### config.mk
export PLATFORM = sky130hd
export DESIGN_NAME = cpu_mdu_seq
export DESIGN_NICKNAME = d
export VERILOG_FILES = /design/src/rtl/cpu_mdu_seq.sv
export SDC_FILE = /design/constraint.sdc
export NUM_CORES = 1
export LEC_CHECK = 0
export CAP_MARGIN = 10
export CORE_ASPECT_RATIO = 0.75
export CORE_UTILIZATION = 44
export DETAILED_ROUTE_END_ITERATION = 12
export GPL_TIMING_DRIVEN = 0
export PLACE_DENSITY = 0.95
export SYNTH_ARGS = -nofsm -noshare
export SYNTH_HDL_FRONTEND = slang
export SYNTH_SLANG_ARGS = --single-unit
### constraint.sdc
create_clock -name clk -period 4 [get_ports clk]
set_input_delay 0.4 -clock clk [delete_from_list [all_inputs] [get_ports clk]]
set_output_delay 0.4 -clock clk [all_outputs]
set_load 0.005 [all_outputs]
### src/rtl/cpu_mdu_seq.sv
// rtl/cpu_mdu_seq.sv - execute-stage sequencer around cpu_mdu: operand prep, start/wait, writeback handshake, flush
`timescale 1ns/1ps
module cpu_mdu_seq #(
    parameter int XLEN = 32
) (
    input  logic            clk,
    input  logic            reset,
    input  logic            req_valid,
    output logic            req_ready,
    input  logic [2:0]      req_funct3,
    input  logic            req_word,
    input  logic [XLEN-1:0] req_rs1,
    input  logic [XLEN-1:0] req_rs2,
    input  logic [4:0]      req_rd,
    input  logic            flush,
    output logic [XLEN-1:0] mdu_operand_a,
    output logic [XLEN-1:0] mdu_operand_b,
    output logic [2:0]      mdu_control,
    output logic            mdu_start,
    input  logic [XLEN-1:0] mdu_result,
    input  logic            mdu_ready,
    output logic            wb_valid,
    input  logic            wb_ready,
    output logic [4:0]      wb_rd,
    output logic [XLEN-1:0] wb_data,
    output logic            busy
);

    typedef enum logic [2:0] {
        S_IDLE,
        S_ISSUE,
        S_WAIT,
        S_DRAIN,
        S_DONE
    } state_t;

    state_t          r_state;
    logic [XLEN-1:0] r_op_a;
    logic [XLEN-1:0] r_op_b;
    logic [2:0]      r_ctrl;
    logic            r_word;
    logic [4:0]      r_rd;
    logic            r_start;
    logic            r_wb_valid;
    logic [XLEN-1:0] r_wb_data;

    logic            w_req_ready;
    logic            w_word;
    logic            w_zext;
    logic [XLEN-1:0] w_a_ext;
    logic [XLEN-1:0] w_b_ext;
    logic [XLEN-1:0] w_res_ext;
    logic [XLEN-1:0] w_op_a;
    logic [XLEN-1:0] w_op_b;
    logic [XLEN-1:0] w_res;

    // Only MUL/DIV/DIVU/REM/REMU have *W forms; MULH* with word set behave as full-width ops.
    assign w_word = (XLEN > 32) && req_word && ((req_funct3 == 3'd0) || req_funct3[2]);
    assign w_zext = req_funct3[2] & req_funct3[0];

    generate
        if (XLEN > 32) begin : g_rv64
            assign w_a_ext   = w_zext ? {{(XLEN-32){1'b0}}, req_rs1[31:0]}
                                      : {{(XLEN-32){req_rs1[31]}}, req_rs1[31:0]};
            assign w_b_ext   = w_zext ? {{(XLEN-32){1'b0}}, req_rs2[31:0]}
                                      : {{(XLEN-32){req_rs2[31]}}, req_rs2[31:0]};
            assign w_res_ext = {{(XLEN-32){mdu_result[31]}}, mdu_result[31:0]};
        end else begin : g_rv32
            assign w_a_ext   = req_rs1;
            assign w_b_ext   = req_rs2;
            assign w_res_ext = mdu_result;
        end
    endgenerate

    assign w_op_a      = w_word ? w_a_ext : req_rs1;
    assign w_op_b      = w_word ? w_b_ext : req_rs2;
    assign w_res       = r_word ? w_res_ext : mdu_result;
    assign w_req_ready = (r_state == S_IDLE) && !flush;

    always_ff @(posedge clk or negedge reset) begin
        if (!reset) begin
            r_state    <= S_IDLE;
            r_op_a     <= '0;
            r_op_b     <= '0;
            r_ctrl     <= '0;
            r_word     <= 1'b0;
            r_rd       <= '0;
            r_start    <= 1'b0;
            r_wb_valid <= 1'b0;
            r_wb_data  <= '0;
        end else begin
            case (r_state)
                S_IDLE: begin
                    // rd==0 requests are consumed here and never reach the MDU.
                    if (req_valid && w_req_ready && (req_rd != 5'd0)) begin
                        r_op_a  <= w_op_a;
                        r_op_b  <= w_op_b;
                        r_ctrl  <= req_funct3;
                        r_word  <= w_word;
                        r_rd    <= req_rd;
                        r_start <= 1'b1;
                        r_state <= S_ISSUE;
                    end
                end
                S_ISSUE: begin
                    r_start <= 1'b0;
                    r_state <= flush ? S_DRAIN : S_WAIT;
                end
                S_WAIT: begin
                    if (mdu_ready) begin
                        if (flush) begin
                            r_state <= S_IDLE;
                        end else begin
                            r_wb_data  <= w_res;
                            r_wb_valid <= 1'b1;
                            r_state    <= S_DONE;
                        end
                    end else if (flush) begin
                        r_state <= S_DRAIN;
                    end
                end
                S_DRAIN: begin
                    if (mdu_ready) begin
                        r_state <= S_IDLE;
                    end
                end
                S_DONE: begin
                    if (wb_ready || flush) begin
                        r_wb_valid <= 1'b0;
                        r_state    <= S_IDLE;
                    end
                end
                default: r_state <= S_IDLE;
            endcase
        end
    end

    assign req_ready     = w_req_ready;
    assign mdu_operand_a = r_op_a;
    assign mdu_operand_b = r_op_b;
    assign mdu_control   = r_ctrl;
    assign mdu_start     = r_start;
    assign wb_valid      = r_wb_valid;
    assign wb_rd         = r_rd;
    assign wb_data       = r_wb_data;
    assign busy          = (r_state != S_IDLE);

endmodule
==> results.cfg, run 1 <==
[status]
status = complete, no violations

[synthesis]
ys_warn_count = 0
synthesis.instances = 243
yosysTopAreaCell = dfrtp_1
synth_top_area_frac = 0.616
yosys.cell_count.top_type = dfrtp_1
ys_top_cells_by_count = 109 x dfrtp_1, 53 x mux2_4, 35 x mux2_2
synthFlopType = dfrtp_1
ys_types = 23
ys_seq_area_frac = 0.616
synth_edf_count = 0
syn-cell-area_um2 = 4430
synthTopCellsByArea = dfrtp_1 62%, mux2_4 18%, mux2_2 8.9%, mux2_1 4.1%, buf_12 2.7%
syn_nets = 354
avgSynthCellArea_um2 = 18.2
synthArstFlopShare = 1.00
synth-seq-cells = 109

[placement]
gp_congestion = 0.797
hpwl_mm = 8.05
io_buffers = 217
placed_area_um2 = 6790
placedCellCount = 593

[detailed_routing]
via_count = 2895
route.detailed.drc = 0
vias_per_cell = 4.78
drt_iter0_drc = 86
firstDrtPassIters = 2
wirelength_mm = 10.6
wl_per_cell_um = 17.5
drtAntennaViolNets = 0

[grt]
grt_pass1_wl_mm = 16.2
grt_antenna_before_repair = 0
grt_max_degree = 59
grt_use_total = 0.203
grt_pass1_vias = 3125
gr-total-overflow = 0

[power]
seqPwrFrac = 0.388
swShare = 0.259
total_power_uw = 5140
internal_power_uw = 3810
power_density_nw_per_um2 = 728
power.net_switching_uw = 1330
power.leakage_uw = 0.00314
pwr-share-clk = 0.165
pwr-share-comb = 0.447
vdd_drop_max_uv = 423

[cells_and_area]
final_layout_size_suffix_gt1_frac = 0.253
synthToLayoutAreaGrowth_pct = 59.6
seqCellArea_um2 = 2730
fin_nets = 583
postLayoutCoreUtil = 0.729
multi_input_area_um2 = 1520
design_area_um2 = 7070
fin_cells = 606
diodes = 0
fillCellCount = 633

[clocking]
htreeDepth = 3
cts.sink_count = 109
clock_path_buffers = 2
post_cts_resize_count = 0
insertion_delay_ns = 0.34
cts_tree = done
cts-buffers-inserted = 9
path_clk_slew_ns = 0.07
root_buffer = clkbuf_16
cts_hold_buf = 0
cts_setup_buffers = 0

[setup_path]
critPathLaunchType = flip-flop
max_stage_delay_ns = 0.56
critPathMaxFanout = 8
crit_chain = buf_2, nor4_4, clkdlybuf4s50_1
crit_arrival_ns = 1.79
worstSetupPathType = flip-flop to output port
crit_required_ns = 3.60
cpMaxStageDelayCell = clkdlybuf4s50_1
critPathCaptureType = output port

[floorplan]
fp.coreArea_um2 = 9700
ios = 219
rows = 31
die_width_um = 118
start_util = 0.457
die_y_um = 88.9
dieArea_um2 = 10500

[job]
cap_violations = 0

[timing]
post-route-period-util = 0.547
grt_setup_unrepaired = false
slew_headroom = 0.553
setup_viol = 0
max_freq_ghz = 0.457
period_needed_ns = 2.19
worst_pin_slew_ns = 0.670
clock_skew_ns = 0.00723
drv_slew = 0
fin_setup_tns_ns = 0
hold_viol = 0

[hold_path]
hp-class = primary input to async pin
==> routing by layer <==
metal | global-route usage | up-vias | wire length [um]
li1 | - | 1312 | -
met1 | 0.242 | 1447 | 4190
met2 | 0.352 | 127 | 5510
met3 | 0.0735 | 9 | 802
met4 | 0.0618 | 0 | 98
met5 | 0 | - | 0
==> sequential cells by signal (all words and copies together), names as in the netlist <==
name,count
wb_rd,5
r_state,3
mdu_operand_b,32
mdu_operand_a,32
wb_data,32
mdu_control,3
mdu_start,1
wb_valid,1
==> critical path, delay by kind of cell, from the launching register on <==
family        cells  cell delay [ns]
flops             1             0.36
buf+inv           2             0.74
simple gates      1             0.36
==> power groups by stage <==
stage | Clock, uW | Sequential (uW) | Combinational [uW]
floorplan | 0 | 2000 | 873
global placement | 0 | 1950 | 2260
detailed placement | 0 | 2010 | 2320
CTS | 886 | 2000 | 2330
global route | 912 | 2070 | 2440
finish | 849 | 1990 | 2300
==> logic make-up after synthesis <==
logic type / count (synthesis) / share of synthesized area
flip-flops: 109 / 0.616
AO/OA/AOI/OAI: 5 / 0.0113
multiplexers: 104 / 0.309
XOR/XNOR: 1 / 0.00198
AND/OR/NAND/NOR: 11 / 0.0209
buffers and inverters: 13 / 0.0404
==> stage by stage <==
stage          setup WS [ns]  hold WS, ns
3_3_place_gp           -1.42        0.467
3_5_place_dp            1.49        0.474
5_1_grt                 1.73        0.149
4_1_cts                 1.77        0.104
6_report                1.81       0.0932
2_1_floorplan           2.11        0.104
==> cell usage in the layout, fill, tap and decap left out <==
cell type,Yosys,routed
clkinv_2,0,1
nor3_1,1,1
o211ai_2,1,1
buf_6,4,4
buf_4,0,1
xnor2_1,1,1
mux2_2,35,35
or4_1,1,1
nor2_1,3,3
clkbuf_16,0,9
o22a_1,1,1
mux2_4,53,53
a2111oi_2,1,1
buf_16,0,1
nor4b_4,1,1
buf_12,6,6
inv_1,1,1
dfrtp_1,109,109
or3_1,1,1
nand2_1,1,1
buf_2,2,2
clkinvlp_4,0,1
nor3b_1,1,1
mux2_1,16,16
and2_1,1,1
bufinv_16,0,1
a31o_2,1,1
clkdlybuf4s50_1,0,216
nor4_4,1,1
inv_6,0,1
a21oi_1,1,1
==> final timing paths <==
| kind | from | end | slack (ns) | cells after the start |
|---|---|---|---|---|
| min in group clk | wb_data[24] | wb_data[24] | 0.49 | 1 |
| setup / recovery | r_state[2] | req_ready | 1.81 | 3 |
| max in group asynchronous | reset | mdu_operand_a[23] | 3.19 | 2 |
| hold reg to reg | wb_data[24] | wb_data[24] | 0.49 | 1 |
| hold / removal | reset | mdu_operand_a[11] | 0.09 | 1 |
| setup reg to reg | r_state[2] | mdu_operand_b[17] | 2.09 | 6 |
==> layout make-up <==
cell class	instances	area share
Buffer	12	0.0248
Clock buffer	9	0.0319
Clock inverter	4	0.00726
Inverter	1	0.000531
Multi-Input combinational cell	121	0.215
Sequential cell	109	0.386
Tap cell	132	0.0234
Timing Repair Buffer	218	0.311
(Power assumes the default switching activity.)
==> run 2: changes to the inputs <==
CORE_UTILIZATION = 36   (was 44)
PLACE_DENSITY = 0.87   (was 0.95)
clock period = 1.8 ns   (was 4 ns; I/O delays follow)
==> run 2 against run 1 <==
Effect of this change:
- sequential power increased by 120%
- clock skew increased by 0.00062 ns
- core utilization decreased by 11 points
- wire length increased by 5.9%
- via count increased by 2.1%
- sequential share of layout area decreased by 1.3 points
- critical path depth increased by 2
- critical endpoint is now mdu_operand_a[7]
- largest cell class unchanged
==> results.cfg, run 2 (synthesis gave the netlist of run 1 again) <==
[cells_and_area]
final_layout_size_suffix_gt1_frac = 0.290
design_area_um2 = 7320
fin_cells = 649
diodes = 0
fin_nets = 593
fillCellCount = 886
postLayoutCoreUtil = 0.621
final_cell_mix = 210 x clkdlybuf4s50_1, 107 x dfrtp_1, 60 x mux2_4
synthToLayoutAreaGrowth_pct = 65.3
final_common_cell = clkdlybuf4s50_1

[power]
vdd_drop_max_uv = 967
pwr-share-clk = 0.173
seqPwrFrac = 0.373
internal_power_uw = 8700
total_power_uw = 11800
power.leakage_uw = 0.00328
pwr-share-comb = 0.454
power.net_switching_uw = 3090
power_density_nw_per_um2 = 1610
swShare = 0.262

[detailed_routing]
wirelength_mm = 11.2
via_count = 2955
vias_per_cell = 4.55
firstDrtPassIters = 3
drt_iter0_drc = 91
route.detailed.drc = 0
drtAntennaViolNets = 0
wl_per_cell_um = 17.3

[grt]
gr-total-overflow = 0
grt_antenna_before_repair = 0
grt_pass1_wl_mm = 17.4
grt_pass1_vias = 3264
grt_max_degree = 59
grt_use_total = 0.180

[clocking]
path_clk_slew_ns = 0.07
root_buffer = clkbuf_16
cts_tree = done
htreeDepth = 3
cts.sink_count = 109
cts-buffers-inserted = 9
insertion_delay_ns = 0.34
clock_path_buffers = 2

[timing]
setup_viol = 0
slew_headroom = 0.540
drv_slew = 0
hold_viol = 0
max_freq_ghz = 0.561
clock_skew_ns = 0.00785
grt_setup_unrepaired = true
fin_ws_ns = 0.0179
period_needed_ns = 1.78
post-route-period-util = 0.990
worst_pin_slew_ns = 0.690

[placement]
dpl_worst_slack_ns = -0.444
placed_area_um2 = 6830
hpwl_mm = 8.33
gp_congestion = 0.701
io_buffers = 217
placedCellCount = 623

[setup_path]
worstSetupPathType = primary input to flip-flop
r2r_end = mdu_operand_b[31]
critPathLaunchType = primary input
crit_start = req_rd[0]
critPathMaxFanout = 10
reg2reg_from = r_state[2]
crit_required_ns = 2.02
critPathCaptureType = flip-flop
rrSetupSlack_ns = 0.03
crit_arrival_ns = 2.00
worst-r2r-cell-count = 6

[hold_path]
hp-class = primary input to flip-flop
min_to = wb_rd[2]
min-delay-start = req_rd[2]
hold_depth = 2

[floorplan]
rows = 34
fp.coreArea_um2 = 11800
dieArea_um2 = 12800
start_util = 0.376
die_y_um = 98.0
ios = 219
die_width_um = 130

[job]
cap_violations = 0

[status]
status = complete, no violations
[run 2: timing repair]
item | CTS | global route
gates resized for setup | 18 | 6
hold buffers | 1 | 0
setup endpoints to repair | 89 | 19
gates cloned | 2 | 1
pin swaps | 3 | 2
setup buffers | 5 | 2
endpoints found under the hold margin | 51 | 0
[run 2: final cells by class]
type | instances | area (um2) | share of cell area
repair buffers | 228 | 2320 | 0.317
inverters | 1 | 3.75 | 0.000513
clock inverters | 5 | 67.6 | 0.00923
well taps | 162 | 203 | 0.0277
clock buffers | 11 | 243 | 0.0332
flip-flops and latches | 109 | 2730 | 0.373
plain buffers | 12 | 190 | 0.0260
multi-input cells | 121 | 1560 | 0.213
[run 2: worst max-delay path by stage]
stage                         to  slack, ns  depth (start not counted)
2_1_floorplan  mdu_operand_a[18]       0.08                          6
3_3_place_gp         wb_data[27]      -3.38                          1
3_5_place_dp    mdu_operand_b[4]      -0.44                          6
4_1_cts        mdu_operand_b[23]      -0.01                          6
5_1_grt        mdu_operand_b[31]      -0.04                          6
6_report        mdu_operand_a[7]       0.02                          5
[run 2: per-layer routing]
metal  GRT usage  wire length (um)
met1       0.207              4570
met3      0.0762              1160
met2       0.308              5420
met5           0                 0
met4      0.0429                78
[run 2: power by group through the flow]
| stage | Clock [uW] | Combinational [uW] | Sequential (uW) |
|---|---|---|---|
| 2_1_floorplan | 0 | 1940 | 4450 |
| 3_3_place_gp | 0 | 5050 | 4340 |
| 3_5_place_dp | 0 | 5190 | 4440 |
| 4_1_cts | 2110 | 5370 | 4410 |
| 5_1_grt | 2220 | 5710 | 4540 |
| 6_report | 2040 | 5360 | 4400 |
[run 2: stage by stage]
step	setup TNS [ns]	hold slack (ns)
floorplan	0	-0.116
global placement	-402.19	0.468
detailed placement	-36.19	0.268
CTS	-0.0496	0.197
global route	-1.61	0.227
finish	0	0.227
[run 2: critical path, cell delays in order]
cell and delay, ns:
clkdlybuf4s50_1 0.42, or4_4 0.44, o211ai_4 0.27, buf_2 0.31, mux2_2 0.38
==> run 3: changes to the inputs <==
GPL_TIMING_DRIVEN = 1   (was 0)
==> run 3 against run 2 <==
Effect of this change:
- via count grew 1.6%
- count of clock-buffer cells in the layout is the same
- sequential cell count is the same
- core utilization grew 0.64 points
- first-iteration DRC count shrank 36%
- sequential share of layout area shrank 0.41 points
- register-to-register slack is essentially flat
- global-route usage grew 0.55 points
- worst setup slack gained 0.00052 ns
- cell count grew 1.7%
- die area is the same
==> results.cfg, run 3 (synthesis gave the netlist of run 1 again) <==
[detailed_routing]
drtAntennaViolNets = 0
wirelength_mm = 11.4
wl_per_cell_um = 17.2
firstDrtPassIters = 3
vias_per_cell = 4.55
route.detailed.drc = 0
drt_iter0_drc = 58
via_count = 3002

[hold_path]
min_to = wb_rd[3]
min-delay-start = req_rd[3]
hp-class = primary input to flip-flop
hold_depth = 2

[cells_and_area]
fin_nets = 604
final_cell_mix = 210 x clkdlybuf4s50_1, 109 x dfrtp_1, 60 x mux2_4
seqCellArea_um2 = 2730
fillCellCount = 879
diodes = 0
design_area_um2 = 7390
multi_input_area_um2 = 1570
synthToLayoutAreaGrowth_pct = 67.0
final_layout_size_suffix_gt1_frac = 0.303
final_common_cell = clkdlybuf4s50_1

[grt]
grt_pass1_wl_mm = 18.1
grt_max_degree = 49
grt_pass1_vias = 3389
gr-total-overflow = 0
grt_antenna_before_repair = 0
grt_use_total = 0.186

[timing]
max_freq_ghz = 0.561
drv_slew = 0
worst_pin_slew_ns = 0.386
setup_viol = 0
slew_headroom = 0.742
hold_viol = 0
clock_skew_ns = 0.00911
grt_setup_unrepaired = true
period_needed_ns = 1.78
post-route-period-util = 0.990

[floorplan]
fp.coreArea_um2 = 11800
start_util = 0.376
rows = 34
ios = 219
die_y_um = 98.0
die_width_um = 130
dieArea_um2 = 12800

[clocking]
htreeDepth = 3
insertion_delay_ns = 0.34
cts.sink_count = 109
path_clk_slew_ns = 0.08
cts-buffers-inserted = 9
clock_path_buffers = 2
cts_tree = done
root_buffer = clkbuf_16

[power]
total_power_uw = 11700
power_density_nw_per_um2 = 1590
vdd_drop_max_uv = 774
power.leakage_uw = 0.00332

[setup_path]
crit_arrival_ns = 2.00
critPathLaunchType = flip-flop
crit_required_ns = 2.02
worstSetupPathType = flip-flop to flip-flop
reg2reg_from = r_state[2]
critPathMaxFanout = 7
rrSetupSlack_ns = 0.02
r2r_end = mdu_operand_b[14]
worst-r2r-cell-count = 7
critPathCaptureType = flip-flop

[placement]
io_buffers = 217
hpwl_mm = 8.38
gp_congestion = 0.767
placed_area_um2 = 6910

[status]
status = complete, no violations

[job]
cap_violations = 0
==> run 3: cell count changes in the layout (fill, tap and decap cells not counted), moves of 2 or more <==
cell	change
dfrtp_2	-2
buf_12	-2
buf_8	+4
buf_4	+7
buf_6	+5
dfrtp_1	+2
==> run 3: worst max-delay path by stage <==
stage               cells past startpoint  slack [ns]  startpoint                end
global placement                        6       -0.38   req_rd[0]  mdu_operand_b[25]
floorplan                               6        0.08  r_state[2]  mdu_operand_a[18]
finish                                  7        0.02  r_state[2]  mdu_operand_b[14]
global route                            7       -0.07  r_state[2]           wb_rd[2]
CTS                                     7       -0.05  r_state[0]  mdu_operand_b[23]
detailed placement                      6       -0.45   req_rd[0]   mdu_operand_b[9]
==> run 3: per-layer routing <==
| metal | vias to the layer above | global-route usage | routed length (um) |
|---|---|---|---|
| met5 | - | 0 | 0 |
| met4 | 0 | 0.0483 | 126 |
| met2 | 139 | 0.316 | 5570 |
| li1 | 1357 | - | - |
| met3 | 12 | 0.0707 | 1090 |
| met1 | 1494 | 0.218 | 4570 |
==> run 3: metrics by stage <==
stage | instances | hold WS [ns] | setup TNS, ns | util | setup slack (ns)
floorplan | 243 | -0.116 | 0 | - | 0.0817
global placement | 637 | 0.118 | -25.48 | 0.587 | -0.378
detailed placement | 637 | 0.124 | -30.47 | 0.587 | -0.453
CTS | 660 | 0.201 | -0.592 | 0.623 | -0.0479
global route | 660 | 0.209 | -2.94 | 0.627 | -0.0661
finish | 660 | 0.213 | 0 | 0.627 | 0.0184
==> run 3: final cells by class <==
type / count / share of cell area
Inverter: 1 / 0.000508
Tap cell: 162 / 0.0274
Multi-Input combinational cell: 121 / 0.213
Clock inverter: 5 / 0.00609
Clock buffer: 11 / 0.0328
Timing Repair Buffer: 251 / 0.351
Sequential cell: 109 / 0.369
==> run 3: worst max-delay path: stages (launching register included) <==
cell       delay, ns
dfrtp_1         0.39
buf_6           0.12
nor4_4          0.26
buf_4           0.17
o211ai_4        0.11
clkbuf_16       0.20
buf_6           0.13
mux2_4          0.29
==> run 3: where the power goes <==
| part | internal [uW] | switching [uW] |
|---|---|---|
| clock network | 996 | 905 |
| registers | 3680 | 719 |
| logic | 3950 | 1490 |
| total | 8630 | 3120 |
==> run 3: timing repair <==
| item | CTS | global route |
|---|---|---|
| hold endpoints to repair | 25 | 0 |
| setup buffers | 3 | 1 |
| pin swaps | 1 | 2 |
| cloned | 3 | 0 |
| hold buffers | 1 | 0 |
| resized for setup | 19 | 18 |
| endpoints found under the setup margin | 73 | 41 |
